==> src/rtl/packet_buffer_read_arbiter.sv <==
// Two-port read arbiter in front of the packet buffer RAM driver: serialises reads, supports burst lock and read timeout.
// Build option: define PBUF_ARB_ROUND_ROBIN_EN for round-robin on simultaneous requests (default: port 1 fixed priority).
module packet_buffer_read_arbiter #(
  parameter int RAM_SIZE       = 2048,
  parameter int DATA_WIDTH     = 8,
  parameter int TIMEOUT_CYCLES = 255,
  localparam int AW            = $clog2(RAM_SIZE)
) (
  input  logic                  clk,
  input  logic                  reset_n,
  input  logic                  req0,
  input  logic                  req1,
  input  logic [AW-1:0]         addr0,
  input  logic [AW-1:0]         addr1,
  input  logic                  lock0,
  input  logic                  lock1,
  output logic                  ready0,
  output logic                  ready1,
  output logic [DATA_WIDTH-1:0] data0,
  output logic [DATA_WIDTH-1:0] data1,
  output logic                  err0,
  output logic                  err1,
  output logic                  ram_read_req,
  output logic [AW-1:0]         ram_read_addr,
  input  logic                  ram_read_ready,
  input  logic [DATA_WIDTH-1:0] ram_read_out,
  output logic                  owner,
  output logic                  busy
);

  typedef enum logic [1:0] {ST_IDLE, ST_WAIT, ST_RELEASE} state_t;

  // Counter value seen in the last WAIT cycle before the read is abandoned.
  localparam logic [7:0] CNT_LAST = 8'(TIMEOUT_CYCLES - 1);

  state_t                state_q, state_d;
  logic                  lock_q, lock_d;
  logic [7:0]            cnt_q, cnt_d;
  logic                  owner_d, ram_read_req_d, busy_d;
  logic [AW-1:0]         ram_read_addr_d;
  logic                  ready0_d, ready1_d, err0_d, err1_d;
  logic [DATA_WIDTH-1:0] data0_d, data1_d;
  logic                  grant, grant_port, both_pick;
  logic [1:0]            req_vec, lock_vec;

`ifdef PBUF_ARB_ROUND_ROBIN_EN
  logic ptr_q, ptr_d;
  assign both_pick = ptr_q;
`else
  assign both_pick = 1'b1;
`endif

  assign req_vec  = {req1, req0};
  assign lock_vec = {lock1, lock0};

  // NOTE: every signal driven here gets a default first, so no path can infer a latch.
  always_comb begin
    state_d         = state_q;
    lock_d          = lock_q;
    cnt_d           = cnt_q;
    owner_d         = owner;
    ram_read_req_d  = ram_read_req;
    ram_read_addr_d = ram_read_addr;
    ready0_d        = 1'b0;
    ready1_d        = 1'b0;
    err0_d          = 1'b0;
    err1_d          = 1'b0;
    data0_d         = data0;
    data1_d         = data1;
    grant           = 1'b0;
    grant_port      = 1'b0;
`ifdef PBUF_ARB_ROUND_ROBIN_EN
    ptr_d           = ptr_q;
`endif

    case (state_q)
      ST_IDLE: begin
        if (lock_q && req_vec[owner]) begin
          grant      = 1'b1;
          grant_port = owner;
        end else begin
          // A lock whose owner has let go is dropped and arbitration proceeds this cycle.
          lock_d = 1'b0;
          if (req0 && req1) begin
            grant      = 1'b1;
            grant_port = both_pick;
          end else if (req0 || req1) begin
            grant      = 1'b1;
            grant_port = req1;
          end
        end
        if (grant) begin
          owner_d         = grant_port;
          ram_read_addr_d = grant_port ? addr1 : addr0;
          ram_read_req_d  = 1'b1;
          cnt_d           = '0;
          state_d         = ST_WAIT;
        end
      end

      ST_WAIT: begin
        cnt_d = cnt_q + 8'd1;
        if (ram_read_ready) begin
          if (owner) begin
            data1_d  = ram_read_out;
            ready1_d = 1'b1;
          end else begin
            data0_d  = ram_read_out;
            ready0_d = 1'b1;
          end
          ram_read_req_d = 1'b0;
          lock_d         = lock_vec[owner];
`ifdef PBUF_ARB_ROUND_ROBIN_EN
          if (!lock_vec[owner]) ptr_d = ~ptr_q;
`endif
          state_d = ST_RELEASE;
        end else if (cnt_q == CNT_LAST) begin
          if (owner) begin
            data1_d  = '0;
            ready1_d = 1'b1;
            err1_d   = 1'b1;
          end else begin
            data0_d  = '0;
            ready0_d = 1'b1;
            err0_d   = 1'b1;
          end
          ram_read_req_d = 1'b0;
          lock_d         = 1'b0;
`ifdef PBUF_ARB_ROUND_ROBIN_EN
          ptr_d = ~ptr_q;
`endif
          state_d = ST_RELEASE;
        end
      end

      // Requests are ignored here so the requester's late drop of req cannot re-issue.
      ST_RELEASE: state_d = ST_IDLE;

      default: state_d = ST_IDLE;
    endcase

    busy_d = (state_d != ST_IDLE);
  end

  // NOTE: state registers use non-blocking assignments so every flop samples pre-edge values.
  always_ff @(posedge clk or negedge reset_n) begin
    if (!reset_n) begin
      state_q       <= ST_IDLE;
      lock_q        <= 1'b0;
      cnt_q         <= '0;
      owner         <= 1'b0;
      ram_read_req  <= 1'b0;
      ram_read_addr <= '0;
      ready0        <= 1'b0;
      ready1        <= 1'b0;
      err0          <= 1'b0;
      err1          <= 1'b0;
      data0         <= '0;
      data1         <= '0;
      busy          <= 1'b0;
`ifdef PBUF_ARB_ROUND_ROBIN_EN
      ptr_q         <= 1'b0;
`endif
    end else begin
      state_q       <= state_d;
      lock_q        <= lock_d;
      cnt_q         <= cnt_d;
      owner         <= owner_d;
      ram_read_req  <= ram_read_req_d;
      ram_read_addr <= ram_read_addr_d;
      ready0        <= ready0_d;
      ready1        <= ready1_d;
      err0          <= err0_d;
      err1          <= err1_d;
      data0         <= data0_d;
      data1         <= data1_d;
      busy          <= busy_d;
`ifdef PBUF_ARB_ROUND_ROBIN_EN
      ptr_q         <= ptr_d;
`endif
    end
  end

endmodule

==> config.mk <==
export PLATFORM = sky130hd
export DESIGN_NAME = packet_buffer_read_arbiter
export DESIGN_NICKNAME = d
export VERILOG_FILES = /design/src/rtl/packet_buffer_read_arbiter.sv
export SDC_FILE = /design/constraint.sdc
export NUM_CORES = 1
export LEC_CHECK = 0
export BUFFER_PORTS_ARGS = -buffer_cell sky130_fd_sc_hd__buf_2
export CAP_MARGIN = 10
export CORE_MARGIN = 1.5
export CORE_UTILIZATION = 52
export CTS_CLUSTER_SIZE = 14
export DETAILED_ROUTE_END_ITERATION = 16
export MAX_ROUTING_LAYER = met4
export PLACE_DENSITY = 0.83
export SLEW_MARGIN = 20
export SYNTH_ARGS = -nofsm -noshare
export SYNTH_HDL_FRONTEND = slang
export SYNTH_SLANG_ARGS = --single-unit
==> constraint.sdc <==
create_clock -name clk -period 2.54 [get_ports clk]
set_input_delay 0.254 -clock clk [delete_from_list [all_inputs] [get_ports clk]]
set_output_delay 0.254 -clock clk [all_outputs]
set_load 0.02 [all_outputs]
==> results.yml, run 1 <==
timing:
  setup_tns_ps: 0
  tightest_slew_ps: 1070
  post-route-min-period_ps: 1760
  fin_skew_ps: 8.09
  hold_violations: 0
  clock.fmax_mhz: 569
  slew_viol_final: 0
  relSlewSlack_pct: 28.9
  rsz0062_at_grt: "no"
  hold-worst-slack_ps: 116
  min_period_over_period_pct: 69.1
  fin_ws_ps: 784
  finalSetupViolCount: 0
cells_and_area:
  drive_gt1_share_pct: 33.9
  seqCellArea_sq_mm: 0.00113
  instances_no_fill: 287
  layout_common_cells: "buf_2, dfrtp_1, nand2_1, mux2i_1"
  syn_to_final_growth_pct: 23.2
  fin_nets: 278
  multi_input_area_sq_um: 762
  final_common_cell: "buf_2"
  fin_util_pct: 65.9
  diodes: 0
  fillers: 320
floorplanning:
  start_util_pct: 53.5
  die_h_um: 64.2
  io_pins: 71
  die_x_um: 64.2
  core_area_sq_mm: 0.00363
  die_area_sq_mm: 0.00412
  num_rows: 22
synthesis:
  ys_seq_area_share_pct: 57.9
  synth_edf_count: 0
  avgSynthCellArea_sq_um: 11.3
  synth_warnings: 0
  synthesis.area_sq_mm: 0.00194
  synth.distinct_cells: 34
  synth_ff_type: "dfrtp_1"
  synth-async-reset-ratio_pct: 100
  ys_ff_latch: 45
  syn-num-nets: 211
  syn-instance-count: 172
routing:
  route.detailed.drc: 0
  via_count: 1549
  vias_per_cell: 5.40
  drtIter0Drc: 111
  detail-route-antenna-nets: 0
  routed_wl_mm: 3.90
  drtPass1Iterations: 4
  post_drt_wl_per_cell_um: 13.6
setup_path:
  cp-start-kind: "register"
  path_class: "register to register"
  path_max_fanout: 9
  cp-end-kind: "register"
  crit_required_ps: 2730
  arrival_ps: 1940
global_routing:
  grt_start_max_net_pins: 46
  grt_pass1_wl_mm: 6.71
  grt_pass1_vias: 1519
  grt.overflow.total: 0
  grt_use_total_pct: 21.8
  antenna_found_initial: 0
clock_network:
  cts_buffers: 5
  ctsHoldBuffers: 0
  cts_tree: "yes"
  cts.reportedPaths.clkPinSlew_ps: 80
  post_cts_buffers: 0
  ctsLongestPathBuffers: 2
  clockRootBuffer: "clkbuf_8"
  clock_sinks: 45
  clk_latency_ps: 290
  cts_htree_levels: 2
  cts_resized: 0
placed_design:
  dp.cells: 280
  pre_cts_slack_ps: 754
  io_buffers: 70
  place_congestion: 0.773
  dpl.hpwl_mm: 2.79
hold_path:
  hp-class: "primary input to async pin"
flow_run:
  maxCapViolCount: 0
outcome:
  status: "finished clean"
pwr:
  vdd_drop_max_v: 0.000473
  power_density_mw_per_mm2: 1160
  power_leakage_nw: 1.23
metal layers:
metal | wire [um] | track usage [%]
met4 | 70 | 7.98
met2 | 1780 | 35.4
met5 | 0 | -
met3 | 280 | 4.40
met1 | 1760 | 27.1
stage by stage:
stage	power, mW	instance area, sq um
after floorplan	2.00	1940
after global placement	2.35	2310
after detailed placement	2.37	2310
after CTS	2.81	2400
after global routing	2.98	2400
final	2.79	2400
report_power, final:
| part | internal (mW) | total, mW | switching, mW |
|---|---|---|---|
| registers | 0.993 | 1.17 | 0.182 |
| logic | 0.436 | 1.18 | 0.741 |
| clock network | 0.216 | 0.435 | 0.219 |
flip-flops by register name (all words and copies together), names as in the netlist:
register       count
lock_q             1
ready0             1
owner              1
busy               1
err0               1
cnt_q              8
ready1             1
ram_read_addr     11
data1              8
state_q            2
err1               1
ram_read_req       1
data0              8
cells by family (layout without fill, tap and decap cells):
group                    count (synthesis)  after routing  share of synthesized area, %
AND/OR/NAND/NOR                         53             53                          12.9
flip-flops                              45             45                          57.9
AO/OA/AOI/OAI                           41             41                          15.4
multiplexers                            18             18                          9.33
buffers and inverters                   13             80                          3.09
adder cells (fa/ha/maj)                  2              2                          1.29
worst paths after layout:
check	startpoint	to	slack, ps	cells after the start
worst max register to register	cnt_q[0]	data0[1]	780	6
worst max-delay path	cnt_q[0]	data0[1]	780	6
worst min-delay path	reset_n	err0	120	1
min in group clk	ram_read_out[7]	data1[7]	220	3
max in group asynchronous	reset_n	ram_read_addr[7]	1810	1
worst min register to register	ram_read_addr[6]	ram_read_addr[6]	480	2
final cells by class:
cell class	count	area share [%]
inverter	3	0.470
tap	48	2.51
timing repair buffer	70	14.6
sequential	45	47.0
multi-input combinational	114	31.8
clock buffer	7	3.60
worst max-delay path, stage by stage (launching register included):
cell and delay (ps):
dfrtp_1 420, inv_1 110, ha_1 180, nand3_1 160, o21bai_2 240, nand2_1 260, a32o_1 280
cells in the mapped netlist, types with 2 or more instances:
master,number,area (sq um)
o2bb2ai_1,8,70.1
inv_1,3,11.3
mux2i_1,17,170
nand3_1,3,15.0
nand2_1,31,116
buf_2,3,15.0
o21ai_0,5,25.0
buf_4,2,15.0
o21ai_1,10,50.1
clkbuf_1,4,15.0
a32o_1,9,90.1
a31oi_1,2,12.5
nor2_1,5,18.8
nand2b_1,2,12.5
nand4_1,3,18.8
ha_1,2,25.0
a21oi_1,2,10.0
dfrtp_1,45,1130
No activity file was read; power rests on OpenSTA's default activity.
==> run 2, diff against run 1 <==
Settings changed: CORE_UTILIZATION 52 to 44, PLACE_DENSITY 0.83 to 0.75.
Clock period 2.54 ns to 1.5 ns, I/O delays scaled along.
==> run 2 against run 1 <==
Against the previous run:
- global-route usage decreased by 2.5 points
- die area increased by 17%
- sequential power increased by 66%
- utilization decreased by 3.0 points
- count of clock-buffer cells in the layout decreased by 1
- power increased by 79%
- hold slack improved by 1.0 ps
- flip-flop and latch count unchanged
- critical endpoint is now data0[7]
- highest routed layer unchanged
==> results.yml, run 2 (synthesis gave the netlist of run 1 again) <==
clock_network:
  cts_htree_levels: 2
  cts.reportedPaths.clkPinSlew_ps: 80
  clockRootBuffer: "clkbuf_8"
  clk_latency_ps: 300
  ctsLongestPathBuffers: 2
  clock_sinks: 45
  cts_tree: "yes"
  cts_buffers: 5
cells_and_area:
  syn_to_final_growth_pct: 33.3
  regMostFlops: "ram_read_addr"
  diodes: 0
  seqCellArea_sq_mm: 0.00113
  final_area_sq_mm: 0.00259
  largest_reg_flops: 11
  drive_gt1_share_pct: 39.7
  fillers: 351
  fin_nets: 296
  multi_input_area_sq_um: 797
  layout_common_cells: "buf_2, dfrtp_1, nand2_1, mux2i_1, buf_4"
  fin_util_pct: 63.0
  final_common_cell: "buf_2"
routing:
  vias_per_cell: 5.13
  drtIter0Drc: 50
  route.detailed.drc: 0
  drtPass1Iterations: 4
  via_count: 1575
  routed_wl_mm: 4.26
  post_drt_wl_per_cell_um: 13.9
  detail-route-antenna-nets: 0
global_routing:
  grt_pass1_vias: 1589
  grt_pass1_wl_mm: 7.20
  grt_start_max_net_pins: 46
  grt_use_total_pct: 19.3
  antenna_found_initial: 0
  grt.overflow.total: 0
setup_path:
  crit_required_ps: 1680
  r2r-start: "cnt_q[0]"
  cp_num_cells: 6
  cp-end-kind: "register"
  path_max_fanout: 9
  critPathMaxStageDelay_ps: 390
  cp-start-kind: "register"
  critPathTopFamily: "compound AO/OA/AOI/OAI gates"
  cp_cell_sequence: "inv_1, ha_1, nand3_2, o21bai_4, nand2_4, a32o_1"
  worst_path_max_delay_cell: "dfrtp_1"
  crit_start: "cnt_q[0]"
  r2r_cells: 6
  arrival_ps: 1650
  path_class: "register to register"
  path_buf_inv: 1
floorplanning:
  die_h_um: 69.5
  start_util_pct: 47.2
  die_x_um: 69.5
  die_area_sq_mm: 0.00483
  num_rows: 23
  core_area_sq_mm: 0.00412
  io_pins: 71
timing:
  tightest_slew_ps: 316
  relSlewSlack_pct: 78.9
  fin_ws_ps: 35.9
  finalSetupViolCount: 0
  fin_skew_ps: 5.68
  hold_violations: 0
  rsz0062_at_grt: "yes"
  post-route-min-period_ps: 1460
  min_period_over_period_pct: 97.6
  clock.fmax_mhz: 683
  setup_tns_ps: 0
  hold-worst-slack_ps: 117
  slew_viol_final: 0
hold_path:
  hold_start: "ram_read_out[6]"
  hp-class: "primary input to register"
  worstHoldPathCells: 3
placed_design:
  placed_area_sq_mm: 0.00246
  dpl.hpwl_mm: 3.16
  pre_cts_slack_ps: -43.1
  io_buffers: 70
  place_congestion: 0.846
outcome:
  status: "finished clean"
flow_run:
  maxCapViolCount: 0
pwr:
  power_density_mw_per_mm2: 1920
  power_leakage_nw: 1.33
  vdd_drop_max_v: 0.000993
## run 2: area by class of cell
type                    count  share of cell area [%]
clock inverters             1                   0.338
multi-input cells         114                    30.8
well taps                  50                    2.41
clock buffers               6                    2.80
inverters                   3                   0.435
repair buffers             88                    19.8
flip-flops and latches     45                    43.5
## run 2: timing repair
item / 4_1_cts / 5_1_grt
hold buffers: 1 / 0
endpoints found under the setup margin: 8 / 17
pin swaps: 0 / 3
buffers inserted: 0 / 1
resized for setup: 1 / 6
hold endpoints to repair: 45 / 0
## run 2: through the flow
| step | total power [mW] | instances |
|---|---|---|
| 3_5_place_dp | 4.28 | 298 |
| 6_report | 4.99 | 307 |
| 2_1_floorplan | 3.39 | 172 |
| 5_1_grt | 5.35 | 307 |
| 3_3_place_gp | 4.21 | 298 |
| 4_1_cts | 5.00 | 306 |
## run 2: tightest hold or removal path: stages
cell	delay (ps)
buf_2	110
nand2_1	50
o2bb2ai_1	60
## run 2: worst paths after layout
path                                         end  slack (ps)
worst max-delay path                    data0[7]          40
worst min-delay path                    data1[6]         120
worst max register to register          data0[7]          40
worst min register to register  ram_read_addr[2]         480
max in group asynchronous               data1[0]         930
min in group asynchronous               cnt_q[7]         360
## run 2: per-layer routing
layer | wire length [um] | GRT usage (%) | up-vias | part of all wire, %
met5 | 0 | - | - | 0
met4 | 61 | 7.84 | 0 | 1.4
met3 | 245 | 3.92 | 5 | 5.7
met2 | 2000 | 30.9 | 62 | 47
met1 | 1960 | 23.9 | 718 | 46
li1 | - | - | 790 | -
## run 2: where the power goes
part	internal [mW]	leakage (nW)	switching, mW
sequential	1.68	0.572	0.262
combinational	0.941	0.718	1.39
clock	0.322	0.0412	0.386
total	2.94	1.33	2.04
==> run 3, diff against run 2 <==
Settings changed: BUFFER_PORTS_ARGS -buffer_cell sky130_fd_sc_hd__buf_2 to -buffer_cell sky130_fd_sc_hd__buf_4, CORE_ASPECT_RATIO set to 1.4, MAX_ROUTING_LAYER met4 to unset.
==> run 3 against run 2 <==
Against the previous run:
- clock skew up 3.7 ps
- sequential power is essentially flat
- power up 9.6%
- non-clock buffer count is the same
- critical path depth shrank 2
==> results.yml, run 3 (synthesis gave the netlist of run 1 again) <==
cells_and_area:
  diodes: 0
  instances_no_fill: 318
  multi_input_area_sq_um: 802
  final_common_cell: "buf_4"
  fillers: 343
  final_area_sq_mm: 0.00280
  regMostFlops: "ram_read_addr"
  drive_gt1_share_pct: 40.7
  layout_common_cells: "buf_4, dfrtp_1, nand2_1, mux2i_1"
  largest_reg_flops: 11
  fin_nets: 296
  fin_util_pct: 66.1
  seqCellArea_sq_mm: 0.00113
  syn_to_final_growth_pct: 44.1
global_routing:
  grt.overflow.total: 0
  grt_start_max_net_pins: 46
  grt_pass1_wl_mm: 7.01
  grt_use_total_pct: 19.4
  antenna_found_initial: 0
  grt_pass1_vias: 1619
floorplanning:
  die_area_sq_mm: 0.00483
  num_rows: 28
  start_util_pct: 45.9
  core_area_sq_mm: 0.00424
  die_x_um: 59.2
  die_h_um: 81.7
  io_pins: 71
placed_design:
  dp.cells: 308
  io_buffers: 70
  dpl.hpwl_mm: 3.19
  placed_area_sq_mm: 0.00263
  pre_cts_slack_ps: -16.4
  place_congestion: 0.829
routing:
  detail-route-antenna-nets: 0
  drtIter0Drc: 59
  via_count: 1611
  drtPass1Iterations: 4
  vias_per_cell: 5.07
  routed_wl_mm: 4.28
  route.detailed.drc: 0
  post_drt_wl_per_cell_um: 13.5
setup_path:
  critPathMaxStageDelay_ps: 410
  path_class: "register to register"
  crit_start: "cnt_q[5]"
  path_max_fanout: 5
  crit_required_ps: 1690
  cp-start-kind: "register"
  cp_cell_sequence: "and4_1, a41oi_1, a211o_1, a32o_1"
  worst_path_max_delay_cell: "dfrtp_1"
  arrival_ps: 1630
  r2r-start: "cnt_q[5]"
  cp-end-kind: "register"
timing:
  hold-worst-slack_ps: 106
  slew_viol_final: 0
  hold_violations: 0
  rsz0062_at_grt: "yes"
  finalSetupViolCount: 0
  min_period_over_period_pct: 96.4
  tightest_slew_ps: 546
  relSlewSlack_pct: 63.6
  fin_skew_ps: 9.39
  post-route-min-period_ps: 1450
  clock.fmax_mhz: 692
  fin_ws_ps: 54.4
clock_network:
  ctsLongestPathBuffers: 2
  clock_sinks: 45
  cts_htree_levels: 2
  cts_tree: "yes"
  clk_latency_ps: 300
  cts_buffers: 5
  clockRootBuffer: "clkbuf_8"
  cts.reportedPaths.clkPinSlew_ps: 90
hold_path:
  hp-class: "primary input to register"
  hold_start: "ram_read_out[3]"
outcome:
  status: "finished clean"
pwr:
  power_density_mw_per_mm2: 1950
  power_leakage_nw: 1.39
  vdd_drop_max_v: 0.00110
flow_run:
  maxCapViolCount: 0
==> run 3: path summary, 6_finish.rpt <==
| check | end | slack [ps] | cells past startpoint |
|---|---|---|---|
| min reg2reg | ram_read_addr[5] | 490 | 2 |
| max reg2reg | lock_q | 50 | 4 |
| min in group asynchronous | busy | 370 | 2 |
| max in group asynchronous | err1 | 750 | 2 |
| min | data0[3] | 110 | 2 |
| max | lock_q | 50 | 4 |
==> run 3: metrics by stage <==
step / power (mW) / setup TNS, ps
final: 5.46 / 0
after global placement: 4.49 / 0
after global routing: 5.82 / -66.1
after floorplan: 3.39 / 0
after detailed placement: 4.55 / -105
after CTS: 5.46 / 0
==> run 3: area by class of cell <==
class | count | area share [%]
Sequential cell | 45 | 40.2
Multi-Input combinational cell | 114 | 28.6
Timing Repair Buffer | 88 | 24.1
Tap cell | 60 | 2.68
Clock buffer | 6 | 2.59
Clock inverter | 2 | 1.38
Inverter | 3 | 0.402
==> run 3: report_power, final <==
part / switching [mW] / internal [mW]
logic: 1.39 / 1.20
registers: 0.286 / 1.68
clock network: 0.407 / 0.500
total: 2.09 / 3.38
==> run 3: repair_timing <==
| item | 4_1_cts | 5_1_grt |
|---|---|---|
| setup endpoints to repair | 8 | 19 |
| pin swaps | 0 | 3 |
| endpoints found under the hold margin | 45 | 0 |
| hold buffers | 1 | 0 |
| gates resized for setup | 1 | 8 |
| setup buffers | 0 | 1 |
==> run 3: worst max-delay path: cells and delay by family, from the launching register on <==
kind             cells  cell delay, ps
flip-flops           1             410
AND/OR/NAND/NOR      1             240
AO/OA/AOI/OAI        3             690
==> run 3: routing by layer <==
layer | global-route usage (%) | wire length [um] | part of all wire, % | vias up
met3 | 2.68 | 195 | 4.6 | 7
met2 | 34.3 | 2310 | 54 | 56
met4 | 10.7 | 99 | 2.3 | 0
met5 | 0 | 0 | 0 | -
li1 | - | - | - | 786
met1 | 22.0 | 1680 | 39 | 762
